### src/rtl/mreq_tx_stream.sv
// mreq_tx_stream: serializes a packed memory request into a byte stream.
// Frame layout: header, wcount, address bytes (MSB first), optional write
// payload taken from the i_wdata stream, optional XOR checksum byte.
// The output byte register only advances on a sink handshake, so a stalled
// sink freezes the frame in place.
module mreq_tx_stream #(
  parameter int ADDR_BYTES = 4,
  parameter int CHECKSUM   = 1,
  localparam int MW        = 12 + 8 * ADDR_BYTES
) (
  input  logic          i_clk,
  input  logic          i_rst_n,
  input  logic          i_mreq_valid,
  output logic          o_mreq_ready,
  input  logic [MW-1:0] i_mreq,
  input  logic [7:0]    i_wdata,
  input  logic          i_wdata_valid,
  output logic          o_wdata_ready,
  output logic [7:0]    o_tx_data,
  output logic          o_tx_valid,
  input  logic          i_tx_ready,
  output logic          o_busy
);

  localparam int AW = 8 * ADDR_BYTES;
  localparam logic [1:0] LAST_IDX = 2'(ADDR_BYTES - 1);

  typedef enum logic [2:0] {
    S_IDLE = 3'd0,
    S_HDR  = 3'd1,
    S_CNT  = 3'd2,
    S_ADDR = 3'd3,
    S_PAY  = 3'd4,
    S_CSUM = 3'd5
  } state_t;

  state_t      state_r;
  state_t      state_nxt_s;
  logic [7:0]  tx_data_r;
  logic        tx_valid_r;
  logic        mreq_ready_r;
  logic [7:0]  csum_r;
  logic        wr_r;
  logic [7:0]  wcount_r;
  logic [31:0] addr_r;
  logic [1:0]  idx_r;
  logic [10:0] pay_cnt_r;
  logic        wdata_ready_s;
  logic        busy_s;

  // Running checksum step: each byte folds into the XOR accumulator.
  function automatic logic [7:0] csum_upd(input logic [7:0] c, input logic [7:0] b);
    return c ^ b;
  endfunction

  // Address byte i of the frame, counted from the most significant byte.
  function automatic logic [7:0] addr_byte(input logic [31:0] a, input logic [1:0] i);
    logic [4:0] sh;
    sh = 5'((ADDR_BYTES - 1 - int'(i)) * 8);
    return 8'(a >> sh);
  endfunction

  // Payload length in bytes: (wcount+1) beats of 1, 2 or 4 bytes; wsize 3 acts as 4.
  function automatic logic [10:0] pay_len(input logic [7:0] wc, input logic [1:0] ws);
    logic [10:0] base;
    logic [10:0] len;
    base = {3'b000, wc} + 11'd1;
    case (ws)
      2'd0:    len = base;
      2'd1:    len = base << 1;
      default: len = base << 2;
    endcase
    return len;
  endfunction

  // Request field decode, only consumed on the accept cycle.
  logic        req_wr_s;
  logic        req_aincr_s;
  logic [1:0]  req_wsize_s;
  logic [7:0]  req_wcount_s;
  logic [31:0] req_addr_s;
  logic [7:0]  hdr_s;
  assign req_wr_s     = i_mreq[MW-1];
  assign req_aincr_s  = i_mreq[MW-2];
  assign req_wsize_s  = i_mreq[MW-3:MW-4];
  assign req_wcount_s = i_mreq[MW-5:MW-12];
  assign req_addr_s   = 32'(i_mreq[AW-1:0]);
  assign hdr_s        = {req_wr_s, req_aincr_s, req_wsize_s, 4'(ADDR_BYTES - 1)};

  logic accept_s;
  logic tx_hs_s;
  logic wd_hs_s;
  assign accept_s = i_mreq_valid && mreq_ready_r;
  assign tx_hs_s  = tx_valid_r && i_tx_ready;
  assign wd_hs_s  = i_wdata_valid && wdata_ready_s;

  // State register.
  always_ff @(posedge i_clk or negedge i_rst_n) begin
    if (!i_rst_n) begin
      state_r <= S_IDLE;
    end else begin
      state_r <= state_nxt_s;
    end
  end

  // Next-state logic: byte-carrying states advance on the sink handshake.
  always_comb begin
    state_nxt_s = state_r;
    case (state_r)
      S_IDLE: begin
        if (accept_s) state_nxt_s = S_HDR;
        else          state_nxt_s = S_IDLE;
      end
      S_HDR: begin
        if (tx_hs_s) state_nxt_s = S_CNT;
        else         state_nxt_s = S_HDR;
      end
      S_CNT: begin
        if (tx_hs_s) state_nxt_s = S_ADDR;
        else         state_nxt_s = S_CNT;
      end
      S_ADDR: begin
        if (tx_hs_s && (idx_r == LAST_IDX)) begin
          if (wr_r)                state_nxt_s = S_PAY;
          else if (CHECKSUM != 0)  state_nxt_s = S_CSUM;
          else                     state_nxt_s = S_IDLE;
        end else begin
          state_nxt_s = S_ADDR;
        end
      end
      S_PAY: begin
        if (tx_hs_s && (pay_cnt_r == 11'd0)) begin
          if (CHECKSUM != 0) state_nxt_s = S_CSUM;
          else               state_nxt_s = S_IDLE;
        end else begin
          state_nxt_s = S_PAY;
        end
      end
      S_CSUM: begin
        if (tx_hs_s) state_nxt_s = S_IDLE;
        else         state_nxt_s = S_CSUM;
      end
      default: state_nxt_s = S_IDLE;
    endcase
  end

  // Output decode: payload is pulled only while bytes remain and the
  // output register is free or being drained this cycle.
  always_comb begin
    wdata_ready_s = 1'b0;
    busy_s        = (state_r != S_IDLE);
    if ((state_r == S_PAY) && (pay_cnt_r != 11'd0)) begin
      wdata_ready_s = !tx_valid_r || i_tx_ready;
    end else begin
      wdata_ready_s = 1'b0;
    end
  end

  // Datapath: request latch, output byte register, checksum and counters.
  always_ff @(posedge i_clk or negedge i_rst_n) begin
    if (!i_rst_n) begin
      tx_data_r    <= 8'h00;
      tx_valid_r   <= 1'b0;
      mreq_ready_r <= 1'b0;
      csum_r       <= 8'h00;
      wr_r         <= 1'b0;
      wcount_r     <= 8'h00;
      addr_r       <= 32'h0000_0000;
      idx_r        <= 2'd0;
      pay_cnt_r    <= 11'd0;
    end else begin
      mreq_ready_r <= (state_nxt_s == S_IDLE);
      case (state_r)
        S_IDLE: begin
          if (accept_s) begin
            wr_r       <= req_wr_s;
            wcount_r   <= req_wcount_s;
            addr_r     <= req_addr_s;
            pay_cnt_r  <= pay_len(req_wcount_s, req_wsize_s);
            idx_r      <= 2'd0;
            tx_data_r  <= hdr_s;
            tx_valid_r <= 1'b1;
            csum_r     <= hdr_s;
          end
        end
        S_HDR: begin
          if (tx_hs_s) begin
            tx_data_r <= wcount_r;
            csum_r    <= csum_upd(csum_r, wcount_r);
          end
        end
        S_CNT: begin
          if (tx_hs_s) begin
            tx_data_r <= addr_byte(addr_r, 2'd0);
            csum_r    <= csum_upd(csum_r, addr_byte(addr_r, 2'd0));
          end
        end
        S_ADDR: begin
          if (tx_hs_s) begin
            if (idx_r == LAST_IDX) begin
              if (wr_r)               tx_valid_r <= 1'b0;
              else if (CHECKSUM != 0) tx_data_r  <= csum_r;
              else                    tx_valid_r <= 1'b0;
            end else begin
              idx_r     <= idx_r + 2'd1;
              tx_data_r <= addr_byte(addr_r, idx_r + 2'd1);
              csum_r    <= csum_upd(csum_r, addr_byte(addr_r, idx_r + 2'd1));
            end
          end
        end
        S_PAY: begin
          if (wd_hs_s) begin
            tx_data_r  <= i_wdata;
            tx_valid_r <= 1'b1;
            csum_r     <= csum_upd(csum_r, i_wdata);
            pay_cnt_r  <= pay_cnt_r - 11'd1;
          end else if (tx_hs_s) begin
            // Last payload byte gone: follow with the checksum, otherwise a bubble.
            if ((pay_cnt_r == 11'd0) && (CHECKSUM != 0)) tx_data_r  <= csum_r;
            else                                         tx_valid_r <= 1'b0;
          end
        end
        S_CSUM: begin
          if (tx_hs_s) tx_valid_r <= 1'b0;
        end
        default: tx_valid_r <= 1'b0;
      endcase
    end
  end

  assign o_tx_data     = tx_data_r;
  assign o_tx_valid    = tx_valid_r;
  assign o_mreq_ready  = mreq_ready_r;
  assign o_wdata_ready = wdata_ready_s;
  assign o_busy        = busy_s;

endmodule

### config.mk
export PLATFORM = sky130hd
export DESIGN_NAME = mreq_tx_stream
export DESIGN_NICKNAME = d
export VERILOG_FILES = /design/src/rtl/mreq_tx_stream.sv
export SDC_FILE = /design/constraint.sdc
export NUM_CORES = 1
export LEC_CHECK = 0
export ABC_CLOCK_PERIOD_IN_PS = 2100
export CORE_AREA = 3 3 101 103
export CTS_BUF_LIST = sky130_fd_sc_hd__clkbuf_16
export DETAILED_ROUTE_END_ITERATION = 8
export DIE_AREA = 0 0 104 106
export GPL_TIMING_DRIVEN = 1
export HOLD_SLACK_MARGIN = 0.02
export PLACE_DENSITY = 0.76
export SYNTH_ARGS = -nofsm -noshare
export SYNTH_HDL_FRONTEND = slang
export SYNTH_SLANG_ARGS = --single-unit
### constraint.sdc
create_clock -name i_clk -period 2.1 [get_ports i_clk]
set_input_delay 0.42 -clock i_clk [delete_from_list [all_inputs] [get_ports i_clk]]
set_output_delay 0.42 -clock i_clk [all_outputs]
set_load 0.02 [all_outputs]
After elaboration in Yosys (flattened, before gate mapping)

Cells that the tools add are included.

Register bits after elaboration: 75
Word-level logic and storage cells: 106
Output and inout bits: 12

Eq/ne operators: 20
Shift-type cells: 1
Bitwise gates (word level): 5
Add/sub/neg operators: 4
Mux-type cells: 42
Reductions and logical operators: 24

Operators with widths:

| kind                                                | number |
|---|---|
| two-way mux 8 bit                                   | 14 |
| case mux 8 bit (5 select lines)                     | 2 |
| case mux 11 bit (2 select lines)                    | 2 |
| right shift 32 x 5 -> 8 bit                         | 1 |
| XOR 8 bit                                           | 4 |
| two-way mux 11 bit                                  | 2 |
| != test 2 bit, second input constant                | 9 |
| case mux 3 bit (6 select lines)                     | 1 |
| AND reduction 8 bit                                 | 2 |
| two-way mux 1 bit                                   | 13 |
| != test 3 bit, second input constant                | 4 |
| logical NOT 11 bit                                  | 1 |
| nonzero test 11 bit                                 | 1 |
| subtractor 11 x 1 -> 11 bit, second input constant  | 1 |
| adder 8 x 1 -> 9 bit, second input constant         | 1 |
| two-way mux 2 bit                                   | 4 |
| AND reduction 7 bit                                 | 1 |
| equality test 3 x 2 -> 1 bit, second input constant | 2 |
| equality test 3 bit, second input constant          | 2 |
| logical AND 1 bit                                   | 6 |
| logical NOT 3 bit                                   | 2 |
| two-way mux 3 bit                                   | 2 |
| case mux 1 bit (5 select lines)                     | 1 |
| nonzero test 5 bit                                  | 1 |
| other kinds (16)                                    | 17 |

Logic depth before layout (Yosys ltp)

Word-level depth: 7
Mapped depth: 9
Depth with buffers taken out: 7

Least setup slack after synthesis

No wires, ideal clock.

Path type: reg-to-reg
Start: register pay_cnt_r[0]
End: register tx_data_r[2], in the netlist o_tx_data[2]
Data arrival time: 2204 ps
Slack: -228 ps
Buffers on the path: 0
Required time: 1975 ps
Stages on the path, launching flop included: 8
Path through: dfrtp_1 inv_1 ha_1 or3b_1 nor4b_4 a21oi_2 a21oi_4 mux2_2

Longest elaborated chain between the ends: 6
Elaborated cells on any way between the ends: 10
Classes of those cells: 2 x eq/ne; 3 x mux; 5 x reduce/logical

Ends and longest elaborated chain:

| item                                                                                           | RTL line | source |
|---|---|---|
| start: declaration                                                                             | 47       | `logic [10:0] pay_cnt_r;` |
| start signal: assignment                                                                       | 179      | `pay_cnt_r <= pay_len(req_wcount_s, req_wsize_s);` |
| start signal: assignment                                                                       | 216      | `pay_cnt_r <= pay_cnt_r - 11'd1;` |
| nonzero test 11 bit                                                                            | 152      | `if ((state_r == S_PAY) && (pay_cnt_r != 11'd0)) begin` |
| logical AND 1 bit                                                                              | 152      |  |
| two-way mux 1 bit                                                                              | 152      |  |
| logical AND 1 bit                                                                              | 95       | `assign wd_hs_s = i_wdata_valid && wdata_ready_s;` |
| != test 3 bit (no source line) / two-way mux 8 bit (equally long branches)                     | n/a      |  |
| AND reduction 8 bit (no source line) / case mux 8 bit (5 select lines) (equally long branches) | n/a      |  |
| end signal: assignment                                                                         | 181      | `tx_data_r <= hdr_s;` |
| end signal: assignment                                                                         | 188      | `tx_data_r <= wcount_r;` |
| end signal: assignment                                                                         | 194      | `tx_data_r <= addr_byte(addr_r, 2'd0);` |
| end: declaration                                                                               | 39       | `logic [7:0] tx_data_r;` |

Parallel ways exist; a longest one is shown, timed or not.
A chain may end at the register's enable or synchronous reset.

Worst setup path after layout

Start: register idx_r[0]
End: register tx_data_r[5], in the netlist o_tx_data[5]

Longest elaborated chain between the ends: 6
Elaborated cells on any way between the ends: 9
Classes of those cells: 2 x add/sub; 2 x eq/ne; 1 x shift; 3 x mux; 1 x reduce/logical

Ends and longest elaborated chain:

| item                            | RTL line | source |
|---|---|---|
| start: declaration              | 46       | `logic [1:0] idx_r;` |
| start signal: assignment        | 205      | `idx_r <= idx_r + 2'd1;` |
| adder 2 x 1 -> 2 bit            | 206      | `tx_data_r <= addr_byte(addr_r, idx_r + 2'd1);` |
| subtractor 2 bit                | 59       | `sh = 5'((ADDR_BYTES - 1 - int'(i)) * 8);` |
| right shift 32 x 5 -> 8 bit     | 60       | `return 8'(a >> sh);` |
| two-way mux 8 bit               | 200      | `if (idx_r == LAST_IDX) begin` |
| two-way mux 8 bit               | 199      | `if (tx_hs_s) begin` |
| case mux 8 bit (5 select lines) | 173      | `case (state_r)` |
| end signal: assignment          | 181      |  |
| end signal: assignment          | 202      | `else if (CHECKSUM != 0) tx_data_r <= csum_r;` |
| end signal: assignment          | 206      |  |

Parallel ways exist; a longest one is shown, timed or not. The select of a mux whose other input is x is not followed.

==> results by group <==
CTS
  – Register clock-pin slew on the reported worst setup and hold paths: ~0.060 ns
  – Worst-Skew Late Latency: 0.34 ns
  – Cts bufs inserted: 9
  – Hold-fix buffers, CTS: 0
  – CTS H-tree lvls: 3
  – CTS max path bufs: 2
  – Root buf cell: clkbuf_16
  – Sink Count: 75
  – CTS tree: built

Detailed routing
  – Vias per inst: between 6 and 7
  – First DRT Iteration DRCs: slightly above 500
  – Post-route ant nets: 0
  – Routed via count: 5018
  – WL/cell: 18.6 um
  – WL final: around 15 mm
  – Router iterations before antenna repair: 6
  – # DRC: 0

Timing
  – Max Clock Skew: around 0.010 ns
  – Final setup fails: 9
  – Crit path time final: about 2.2 ns
  – Slew margin rel.: between 60% and 70%
  – RSZ-0062 raised after global routing: yes
  – Tcrit/Tclk final: 103%
  – FMAX: around 460 MHz
  – Fin. Hold Viols: 0
  – Worst Tran Pin Value: around 0.45 ns
  – Final worst slack: -0.0670 ns
  – Max Slew Vio Count: 0
  – Setup TNS: -0.341 ns

Die
  – I/O pin count: approximately 70
  – Initial Util: 50.5%
  – Row count: 35
  – DIE AREA: approximately 11000 sq um
  – Die Width: roughly 100 um
  – Core ar.: roughly 9300 sq um
  – Die Height: about 110 um

Global route
  – GRT Util Overall: between 20% and 30%
  – Global-route wire length before repair: 24.3 mm
  – Antenna violations before repair: 0
  – Pin count of the biggest net entering global routing: between 40 and 50
  – Vias in the first global route: around 4800
  – Grt total ovfl: 0

Yosys
  – Synthesized net count: 616
  – Netlist cell types: 57
  – Mapped Cells: 556
  – Synth Area in Adders: less than 1%
  – FFs w/ async S/R, synth: 100%
  – Yosys reg bits: 75
  – Largest family of logic cells by synthesized area: simple AND/OR/NAND/NOR gates
  – Yosys warns: 0
  – Post-synth EDFFs: 0
  – Simple-Gate Fraction of Synth Area: between 20% and 30%
  – Post-synthesis compound-gate area fraction: between 20% and 30%
  – Post-Synth XOR/XNOR Area: 0.935%
  – Mux contribution to synthesized area: under 10%
  – Seq/Total Area, Yosys: roughly two fifths
  – Ys flop type: dfrtp_1
  – Mean Syn Cell Area: between 8 and 9 sq um
  – Synth Cell Area: between 4000 and 5000 sq um

Power and ir drop
  – Clock power frac: between 10% and 20%
  – Power per Cell Area: about 1300 nW/um^2
  – Power share of the sequential group: a little under a third
  – Net Sw Frac: between 30% and 40%
  – Peak VDD IR: 666 uV
  – Net Sw Power: approximately 3400 uW
  – Internal power consumption: about 5400 uW
  – Leak: approximately 0.003 uW
  – Comb pwr share: between 50% and 60%

Worst setup path
  – Worst setup SP type: register
  – Worst EP arrival: 2.40 ns
  – R2r startpoint: idx_r[0]
  – CP Class: reg2reg
  – Critical Path End Type: register
  – Req. time, crit path: between 2 and 2.5 ns
  – CP Max Fanout: 4
  – Setup slack, reg-to-reg: -0.07 ns
  – R2R cell count: 6
  – Reg2Reg Capture Point: o_tx_data[5]

Place
  – Hpwl dp: ~11 mm
  – PortBufs: 68
  – Area after DPL: between 6000 and 7000 sq um
  – Global placement routability congestion: 0.944
  – Dpl ws: -0.313 ns

Status
  – Failing checks: negative setup slack
  – Status: finished with violations

Run
  – Number of max-cap violations: 0

Finish
  – Fin area: between 6000 and 7000 sq um
  – Finished Core Util: 73.3%
  – Area growth syn-to-layout: 45.3%
  – Layout cells sized above 1: 26.0%
  – Final net count: between 700 and 800
  – Antenna diodes: 0

Worst hold path
  – Worst hold path class: in2async
==> per-layer routing <==
metal  share of wire (%)  up-vias  global-route usage, %
li1                    -     2284                      -
met1                  39     2363                   35.6
met2                  48      317                   44.4
met3                 9.2       54                   5.71
met4                 3.4        0                   12.3
met5                   0        -                      0
==> flip-flops by register name, indices dropped and copies added, names as in the netlist <==
signal and flops:
addr_r 32, csum_r 8, idx_r 2, o_mreq_ready 1, o_tx_data 8, o_tx_valid 1
pay_cnt_r 11, state_r 3, wcount_r 8, wr_r 1
==> synthesized netlist by cell type (all sizes together), types with 10 or more instances <==
cell type,instances,share of area [%]
o21ai,36,3.8
o22ai,11,1.5
buf,12,1.2
a211oi,12,1.9
inv,12,0.96
a21oi,28,3.3
mux2,11,2.6
nor2,22,1.8
nand2,144,12
nor2b,10,1.3
clkbuf,27,2.2
dfrtp,75,40
nand3,16,1.7
==> cell usage in the layout, fill, tap and decap left out, types with 4 or more instances in the layout <==
master           instances
buf_6                    9
a22oi_1                  4
mux2_4                   7
nand2b_1                 9
mux2_2                   4
nand3_1                 16
a21oi_1                 19
dfrtp_1                 75
and3_1                   7
o21ai_0                 32
o211ai_1                 9
buf_4                   83
buf_12                   5
a211oi_1                10
nor2b_1                  9
nor3_1                   8
a2bb2oi_1                5
inv_1                   10
clkbuf_16                9
mux2i_1                  8
mux4_2                   8
o22ai_1                  9
a21oi_2                  6
nand2_1                143
nor4_1                   5
nor2_1                  21
and2_1                   5
clkdlybuf4s50_1         64
inv_6                    4
==> power by group through the flow <==
stage	logic [uW]	clock network, uW	registers (uW)
after detailed placement	3900	0	2680
after floorplan	2440	0	2610
after global placement	3760	0	2630
after CTS	4110	1620	2680
final	4520	1610	2720
after global routing	4850	1690	2800
==> worst max-delay path, cell delays in order (launching register included) <==
cell	delay, ns
dfrtp_1	0.40
buf_6	0.14
mux4_2	0.53
mux2_4	0.30
a221oi_4	0.29
nand3_1	0.11
mux2_4	0.27
==> stage by stage <==
| stage | power [uW] | cells | hold slack [ns] |
|---|---|---|---|
| after floorplan | 5050 | 556 | 0.124 |
| final | 8850 | 826 | 0.0163 |
| after detailed placement | 6590 | 795 | 0.399 |
| after global placement | 6390 | 795 | 0.389 |
| after global routing | 9350 | 826 | 0.0533 |
| after CTS | 8420 | 816 | 0.0368 |
==> final cells by class <==
class                   count  area [sq um]
inverters                  12          45.0
clock inverters             7          81.3
clock buffers               9           225
multi-input cells         430          2920
fillers                   669          2480
well taps                 129           161
repair buffers            164          1500
flip-flops and latches     75          1880
==> logic make-up after synthesis <==
group,count (synthesis)
AO/OA/AOI/OAI,141
XOR/XNOR,5
adder cells (fa/ha/maj),3
buffers and inverters,51
flip-flops,75
multiplexers,27
AND/OR/NAND/NOR,254
==> repair_timing <==
action / CTS / global route
endpoints found under the setup margin: 23 / 30
buffers inserted: 5 / 9
pin swaps: 7 / 22
resized for setup: 20 / 53
gates cloned: 0 / 1
hold endpoints to repair: 0 / 0
==> worst max path at each step <==
stage | startpoint | endpoint | slack, ns
2_1_floorplan | pay_cnt_r[1] | o_tx_data[2] | -0.19
4_1_cts | idx_r[0] | o_tx_data[3] | -0.05
3_3_place_gp | i_mreq[33] | pay_cnt_r[8] | -0.18
3_5_place_dp | i_mreq[32] | pay_cnt_r[8] | -0.31
6_report | idx_r[0] | o_tx_data[5] | -0.07
5_1_grt | idx_r[0] | o_tx_data[5] | -0.15
No activity file was read; power rests on OpenSTA's default activity.
